### config.mk
export PLATFORM = sky130hd
export DESIGN_NAME = mc6502_rmw_engine
export DESIGN_NICKNAME = d
export VERILOG_FILES = /design/src/rtl/mc6502_rmw_engine.sv
export SDC_FILE = /design/constraint.sdc
export NUM_CORES = 1
export LEC_CHECK = 0
export BUFFER_PORTS_ARGS = -buffer_cell sky130_fd_sc_hd__buf_4
export CORE_UTILIZATION = 55
export DETAILED_ROUTE_END_ITERATION = 10
export HOLD_SLACK_MARGIN = 0.05
export PLACE_DENSITY = 0.79
export SLEW_MARGIN = 10
export SYNTH_ARGS = -nofsm -noshare
export SYNTH_HDL_FRONTEND = slang
export SYNTH_SLANG_ARGS = --single-unit
export TNS_END_PERCENT = 5
### constraint.sdc
create_clock -name clk -period 3.4 [get_ports clk]
set_clock_uncertainty 0.15 [all_clocks]
set_input_delay 0.68 -clock clk [delete_from_list [all_inputs] [get_ports clk]]
set_output_delay 0.68 -clock clk [all_outputs]
set_load 0.05 [all_outputs]
### src/rtl/mc6502_rmw_engine.sv
// ---------------------------------------------------------------------------
// mc6502_rmw_engine
//
// Read-modify-write executor for memory-operand shift, rotate, increment and
// decrement instructions. Decode hands over the already-read operand through
// a valid/ready handshake. The engine computes the result and flags and
// issues one or two acknowledged stores to the memory controller. It then
// pulses o_done with the flag results and update strobes for the register
// file.
//
// Sequence: IDLE -> MODIFY -> [DUMMY_WR] -> FINAL_WR -> DONE -> IDLE
//   DUMMY_WR (DUMMY_WRITE=1 only) stores the unmodified operand first, which
//   reproduces the NMOS double-write bus behaviour.
//
// Parameters:
//   DATA_W       operand/result width in bits (>= 2)
//   DUMMY_WRITE  1 = write operand, then result; 0 = write result only
//
// Optional feature macro: MC6502_RMW_TSB_TRB_EN
//   Defined   : op 6 = TSB (d | a), op 7 = TRB (d & ~a), Z from (a & d),
//               only o_set_z strobed.
//   Undefined : ops 6/7 are reserved. They store the operand unchanged and
//               strobe no flags. i_a is unused and o_set_z is always 0.
//
// Ports:
//   clk, rst_x          clock, synchronous active-high reset
//   i_valid / o_ready   request handshake (accepted when both high)
//   i_op                0 ASL, 1 ROL, 2 LSR, 3 ROR, 4 INC, 5 DEC, 6/7 TSB/TRB
//   i_data, i_a, i_c    operand, accumulator, carry in (latched on accept)
//   o_store             store request, held until i_store_ack
//   o_store_data        store data, stable while o_store is high
//   i_store_ack         memory controller accepted the current store
//   o_done              one-cycle completion pulse
//   o_n, o_z, o_c       flag results, valid with o_done
//   o_set_nz/z/c        register-file update strobes, valid with o_done
// ---------------------------------------------------------------------------
module mc6502_rmw_engine #(
  parameter int unsigned DATA_W      = 8,
  parameter int unsigned DUMMY_WRITE = 1
) (
  input  logic              clk,
  input  logic              rst_x,
  input  logic              i_valid,
  output logic              o_ready,
  input  logic [2:0]        i_op,
  input  logic [DATA_W-1:0] i_data,
  input  logic [DATA_W-1:0] i_a,
  input  logic              i_c,
  output logic              o_store,
  output logic [DATA_W-1:0] o_store_data,
  input  logic              i_store_ack,
  output logic              o_done,
  output logic              o_n,
  output logic              o_z,
  output logic              o_c,
  output logic              o_set_nz,
  output logic              o_set_z,
  output logic              o_set_c
);

  typedef enum logic [2:0] {
    IDLE     = 3'd0,
    MODIFY   = 3'd1,
    DUMMY_WR = 3'd2,
    FINAL_WR = 3'd3,
    DONE     = 3'd4
  } state_t;

  localparam logic [2:0] OP_ASL = 3'd0;
  localparam logic [2:0] OP_ROL = 3'd1;
  localparam logic [2:0] OP_LSR = 3'd2;
  localparam logic [2:0] OP_ROR = 3'd3;
  localparam logic [2:0] OP_INC = 3'd4;
  localparam logic [2:0] OP_DEC = 3'd5;
`ifdef MC6502_RMW_TSB_TRB_EN
  localparam logic [2:0] OP_TSB = 3'd6;
  localparam logic [2:0] OP_TRB = 3'd7;
`endif

  // Result word plus everything the register file needs at completion.
  typedef struct packed {
    logic [DATA_W-1:0] r;
    logic              n;
    logic              z;
    logic              c;
    logic              set_nz;
    logic              set_z;
    logic              set_c;
  } rmw_t;

  // Shift/rotate/inc/dec core. Reserved opcodes pass the operand through
  // with no strobes, so the store sequence still runs but flags stay intact.
  function automatic rmw_t rmw_calc(input logic [2:0]        op,
                                    input logic [DATA_W-1:0] d,
                                    input logic              cin);
    rmw_t res;
    res   = '0;
    res.r = d;
    case (op)
      OP_ASL: begin
        res.r      = {d[DATA_W-2:0], 1'b0};
        res.c      = d[DATA_W-1];
        res.set_nz = 1'b1;
        res.set_c  = 1'b1;
      end
      OP_ROL: begin
        res.r      = {d[DATA_W-2:0], cin};
        res.c      = d[DATA_W-1];
        res.set_nz = 1'b1;
        res.set_c  = 1'b1;
      end
      OP_LSR: begin
        res.r      = {1'b0, d[DATA_W-1:1]};
        res.c      = d[0];
        res.set_nz = 1'b1;
        res.set_c  = 1'b1;
      end
      OP_ROR: begin
        res.r      = {cin, d[DATA_W-1:1]};
        res.c      = d[0];
        res.set_nz = 1'b1;
        res.set_c  = 1'b1;
      end
      OP_INC: begin
        res.r      = d + DATA_W'(1);
        res.set_nz = 1'b1;
      end
      OP_DEC: begin
        res.r      = d - DATA_W'(1);
        res.set_nz = 1'b1;
      end
      default: ;
    endcase
    res.n = res.r[DATA_W-1];
    res.z = (res.r == '0);
    return res;
  endfunction

  state_t            state_q;
  logic [2:0]        op_q;
  logic [DATA_W-1:0] data_q;
  logic              cin_q;
  rmw_t              res_q;
  rmw_t              alu_d;

  logic              ready_q;
  logic              store_q;
  logic [DATA_W-1:0] store_data_q;
  logic              done_q;
  logic              flag_n_q;
  logic              flag_z_q;
  logic              flag_c_q;
  logic              set_nz_q;
  logic              set_z_q;
  logic              set_c_q;

`ifdef MC6502_RMW_TSB_TRB_EN
  logic [DATA_W-1:0] a_q;
`else
  logic              unused_a;
  assign unused_a = ^i_a;
`endif

  always_comb begin
    alu_d = rmw_calc(op_q, data_q, cin_q);
`ifdef MC6502_RMW_TSB_TRB_EN
    // TSB/TRB report Z from the bit test (a & d), not from the result.
    if (op_q == OP_TSB || op_q == OP_TRB) begin
      alu_d.r      = (op_q == OP_TSB) ? (data_q | a_q) : (data_q & ~a_q);
      alu_d.n      = alu_d.r[DATA_W-1];
      alu_d.z      = ((data_q & a_q) == '0);
      alu_d.c      = 1'b0;
      alu_d.set_nz = 1'b0;
      alu_d.set_z  = 1'b1;
      alu_d.set_c  = 1'b0;
    end
`endif
  end

  always_ff @(posedge clk) begin
    if (rst_x) begin
      state_q      <= IDLE;
      ready_q      <= 1'b1;
      store_q      <= 1'b0;
      store_data_q <= '0;
      done_q       <= 1'b0;
      flag_n_q     <= 1'b0;
      flag_z_q     <= 1'b0;
      flag_c_q     <= 1'b0;
      set_nz_q     <= 1'b0;
      set_z_q      <= 1'b0;
      set_c_q      <= 1'b0;
    end else begin
      done_q <= 1'b0;
      case (state_q)
        IDLE: begin
          if (i_valid) begin
            op_q    <= i_op;
            data_q  <= i_data;
            cin_q   <= i_c;
`ifdef MC6502_RMW_TSB_TRB_EN
            a_q     <= i_a;
`endif
            ready_q <= 1'b0;
            state_q <= MODIFY;
          end
        end
        MODIFY: begin
          res_q   <= alu_d;
          store_q <= 1'b1;
          if (DUMMY_WRITE != 0) begin
            state_q      <= DUMMY_WR;
            store_data_q <= data_q;
          end else begin
            state_q      <= FINAL_WR;
            store_data_q <= alu_d.r;
          end
        end
        DUMMY_WR: begin
          // o_store stays high across the switch to the result write.
          if (i_store_ack) begin
            state_q      <= FINAL_WR;
            store_data_q <= res_q.r;
          end
        end
        FINAL_WR: begin
          if (i_store_ack) begin
            state_q  <= DONE;
            store_q  <= 1'b0;
            done_q   <= 1'b1;
            flag_n_q <= res_q.n;
            flag_z_q <= res_q.z;
            flag_c_q <= res_q.c;
            set_nz_q <= res_q.set_nz;
            set_z_q  <= res_q.set_z;
            set_c_q  <= res_q.set_c;
          end
        end
        DONE: begin
          // Strobes are dropped so they are only ever high alongside o_done.
          state_q  <= IDLE;
          ready_q  <= 1'b1;
          set_nz_q <= 1'b0;
          set_z_q  <= 1'b0;
          set_c_q  <= 1'b0;
        end
        default: begin
          state_q  <= IDLE;
          ready_q  <= 1'b1;
          store_q  <= 1'b0;
          set_nz_q <= 1'b0;
          set_z_q  <= 1'b0;
          set_c_q  <= 1'b0;
        end
      endcase
    end
  end

  assign o_ready      = ready_q;
  assign o_store      = store_q;
  assign o_store_data = store_data_q;
  assign o_done       = done_q;
  assign o_n          = flag_n_q;
  assign o_z          = flag_z_q;
  assign o_c          = flag_c_q;
  assign o_set_nz     = set_nz_q;
  assign o_set_z      = set_z_q;
  assign o_set_c      = set_c_q;

endmodule

======== Word level (Yosys, flattened, before mapping) ========
Index checks and enable logic that the tools add are counted.
word-level totals
  register bits after elaboration ......... 45
  word-level logic and storage cells ...... 79
cells by class
  add/sub/neg operators ................... 2
  equality and inequality tests ........... 12
  mux-type cells .......................... 20
  bitwise logic cells ..................... 5
  reductions and logical operators ........ 20
operator list
  cell                                                  number
  case mux 8 bit (6 select lines)                       1
  case mux 8 bit (2 select lines)                       1
  equality test 3 x 2 -> 1 bit (second input constant)  4
  case mux 3 bit (4 select lines)                       1
  AND reduction 2 bit                                   6
  case mux 1 bit (2 select lines)                       5
  equality test 3 bit (second input constant)           3
  2-to-1 mux 3 bit                                      3
  OR reduction 3 bit                                    3
  adder 8 x 1 -> 8 bit (second input constant)          1
  logical NOT 8 bit                                     1
  2-to-1 mux 8 bit                                      1
  subtractor 8 x 1 -> 8 bit (second input constant)     1
  2-to-1 mux 1 bit                                      7
  equality test 3 x 1 -> 1 bit (second input constant)  2
  logical NOT 3 bit                                     2
  != test 2 bit (second input constant)                 3
  AND reduction 3 bit                                   2
  OR reduction 2 bit                                    3
  OR reduction 6 bit                                    1
  NOT 1 bit                                             5
  OR reduction 4 bit                                    1
  case mux 1 bit (3 select lines)                       1
  nonzero test 2 bit                                    1

======== Logic depth before layout (Yosys ltp) ========
  word-level depth ........................ 4
  gate-level depth with buffers ........... 10
  mapped depth without buffers ............ 9

======== Worst setup path before layout ========
Ideal clock, no wire load.
  path type ............................... register to register
  start point ............................. reg op_q[0]
  end point ............................... reg res_q[4] in the netlist's numbering (data pin)
  setup time .............................. 170 ps
  data arrival time ....................... 2316 ps
  data required time ...................... 3080 ps
  path slack .............................. 764 ps
  cell stages (with the launch flop) ...... 10
  path buffers ............................ 1
  cell sequence ........................... edfxtp_1 > clkbuf_1 > nand3b_4 > inv_4 > ha_1 > maj3_2 > a221oi_2 > xnor2_1 > mux4_2 > nor4_2
RTL lines
  what                    line  text
  from (decl)             140   logic [2:0] op_q;
  from (signal assigned)  198   op_q <= i_op;
  to (signal assigned)    209   res_q <= alu_d;
  to (decl)               143   rmw_t res_q;

==> metrics <==
total power=1.157 mW; fmax=350.8 MHz; Post-route DRC=0; DR WL/cell=14.11 um; post-route setup TNS=0 ns; hold buffers post-CTS=0; post-synthesis cell type count=46; Max Slew Vio Count=0; ys flop type=edfxtp_1; number of synthesized flops with an enable pin=24; Final min period=2.851 ns; average size of a mapped cell=10.95 sq um; asr flop ratio synth=0%; FILL cells=about 290; GRT Resource Usage Total=21.01%; CTS Buffer Depth=2; Die W=around 64 um; worst hold start=o_ready$_SDFFE_PP1P_; cts bufs inserted=5; largest net degree at the start of global routing=18; H-tree depth=2; core footprint=3689 sq um; Leak=1.016 nW; flop2flop setup slack=0.55 ns; critical path class=flip-flop to flip-flop; yosys warns=0; row count=22; final-report hold violation count=0; Worst R2R End=res_q[4]$_DFFE_PP_; CTS sink cnt=43; max cap viols=0; TritonRoute pass-1 iters=4; FF+latch count, synth=43; crit path capture type=flip-flop; Ports=between 40 and 50; cell at the root of the clock tree=clkbuf_8; Critical Path RT=3.38 ns; P per Cell Area=461.6 nW/um^2; via count=around 1600; Routed Antenna Nets=0; clock latency on the worst-skew pair=0.30 ns; Synth-to-Final Area Change=16.79%; worst path arrival time=between 2 and 3 ns; Post-CTS Setup Bufs=0; share of layout cells above drive strength 1=around a quarter; CP Launch Type=flip-flop; total grt overflow=0; fin crit share=83.84%; status=finished clean; Die ar.=~4200 sq um; GPL Wtd Cong=0.8573; port buffer count=31; CTS tree=yes; hold path endpoint=o_ready$_SDFFE_PP1P_; RSZ-0062 raised after global routing=false; nets=roughly 250; CTS resizes=0; r2r worst-path depth=8; drt first-iter violations=91; final setup vio count=0; CP max FO=8; Antenna diodes=0; Initial Util=58.18%; clock-pin slew on the worst setup and hold paths=about 0.09 ns; Syn Inst Count=196; Die Y=64.46 um; Seq/Total Area, Yosys=51.31%; Reg2Reg Launch Point=op_q[0]$_DFFE_PP_; Routed WL=3.867 mm; first-pass GRT wire length=6.555 mm; number of global-route vias before repair=1544; syn_nets=224; core utilization of the finished layout=67.94%; vias per inst=5.755; Min-Delay Path Class=flip-flop to flip-flop; Cell Area, Synth=2146 sq um; DP Wirelength=just under 3 mm; antenna violations before repair=0; Peak supply drop=385.4 uV; Hold Path Cell Cnt=1
metrics by stage:
stage	cells	setup slack, ns	instance area, sq um	hold WS (ns)
after CTS	274	0.5718	2506	0.3141
after detailed placement	266	0.5833	2415	0.2952
after floorplan	196	0.7640	2146	0.3025
after global placement	266	0.6514	2415	0.2837
after global routing	274	0.2975	2506	0.3223
final	274	0.5493	2506	0.3097
cells in the final DEF (no fill, tap or decap), drive strengths merged, types with 2 or more instances in the layout:
| cell | count |
|---|---|
| nor2 | 27 |
| nand2 | 11 |
| mux2i | 18 |
| o21bai | 3 |
| a21oi | 9 |
| mux4 | 3 |
| nand2b | 2 |
| nand3 | 3 |
| xnor2 | 4 |
| xor2 | 2 |
| o211ai | 2 |
| buf | 37 |
| a221oi | 3 |
| a31oi | 3 |
| edfxtp | 24 |
| nand3b | 2 |
| dfxtp | 19 |
| a21o | 2 |
| o21ai | 5 |
| ha | 4 |
| clkbuf | 5 |
| nor3b | 4 |
| inv | 7 |
| a211oi | 8 |
| or2 | 3 |
Yosys cell counts, types with 4 or more instances:
cell	n	area, sq um
mux2i_1	18	180.2
xnor2_1	4	35.03
inv_1	4	15.01
edfxtp_1	24	720.7
a21oi_1	9	45.04
nor3b_1	4	30.03
clkbuf_1	9	33.78
a211oi_1	8	60.06
ha_1	4	50.05
nand2_1	11	41.29
dfxtp_1	19	380.4
nor2_1	27	101.4
o21ai_0	5	25.02
power by group:
group	switching, mW	leakage [nW]	internal (mW)	total [mW]
Clock	0.180	0.0451	0.147	0.327
Combinational	0.133	0.595	0.0890	0.222
Sequential	0.0254	0.376	0.582	0.608
critical path, cell delays in order, from the launching register on:
cell and delay [ns]:
edfxtp_1 0.54, nand3b_4 0.19, inv_4 0.07, ha_1 0.22, maj3_2 0.34, a221oi_2 0.30
xnor2_1 0.11, mux4_2 0.49, nor4_2 0.28
state kept, by name, indices dropped and copies added, names as in the netlist:
register	count
cin_q	1
data_q	8
o_c	1
o_done	1
o_n	1
o_ready	1
o_set_c	1
o_set_nz	1
o_store	1
o_store_data	8
o_z	1
op_q	3
res_q	12
state_q	3
final cells by class:
type	instances	area (sq um)	area share [%]
multi-input cells	133	954.7	38.09
inverters	5	21.27	0.8487
well taps	48	60.06	2.396
flip-flops and latches	43	1101	43.93
clock inverters	3	22.52	0.8987
clock buffers	5	68.82	2.746
repair buffers	37	277.8	11.08
routing by layer:
| layer | routed length, um | vias to the layer above | global-route usage (%) |
|---|---|---|---|
| met2 | 1872 | 64 | 35.00 |
| met4 | 165 | 0 | 15.56 |
| met3 | 222 | 20 | 4.930 |
| li1 | - | 778 | - |
| met1 | 1606 | 715 | 23.30 |
| met5 | 0 | - | 0 |
kinds of logic after synthesis:
group | after synthesis | share of synthesized area, %
and+or+nand+nor | 59 | 14.17
adders and majority gates | 5 | 2.857
buffers and inverters | 20 | 4.198
xor gates and xnor gates | 6 | 2.449
other | 1 | 0.1748
muxes | 21 | 11.54
DFF | 43 | 51.31
AOI/OAI and AO/OA | 41 | 13.29
worst max-delay path by stage:
stage                      start                 end  slack [ns]  cells past startpoint
3_5_place_dp   op_q[0]$_DFFE_PP_  res_q[4]$_DFFE_PP_        0.58                      8
2_1_floorplan  op_q[0]$_DFFE_PP_  res_q[4]$_DFFE_PP_        0.76                      9
4_1_cts        op_q[0]$_DFFE_PP_  res_q[4]$_DFFE_PP_        0.57                      8
5_1_grt        op_q[0]$_DFFE_PP_  res_q[4]$_DFFE_PP_        0.30                      9
3_3_place_gp   op_q[0]$_DFFE_PP_  res_q[4]$_DFFE_PP_        0.65                      8
6_report       op_q[0]$_DFFE_PP_  res_q[4]$_DFFE_PP_        0.55                      8
Power figures use the tool's default switching activity.
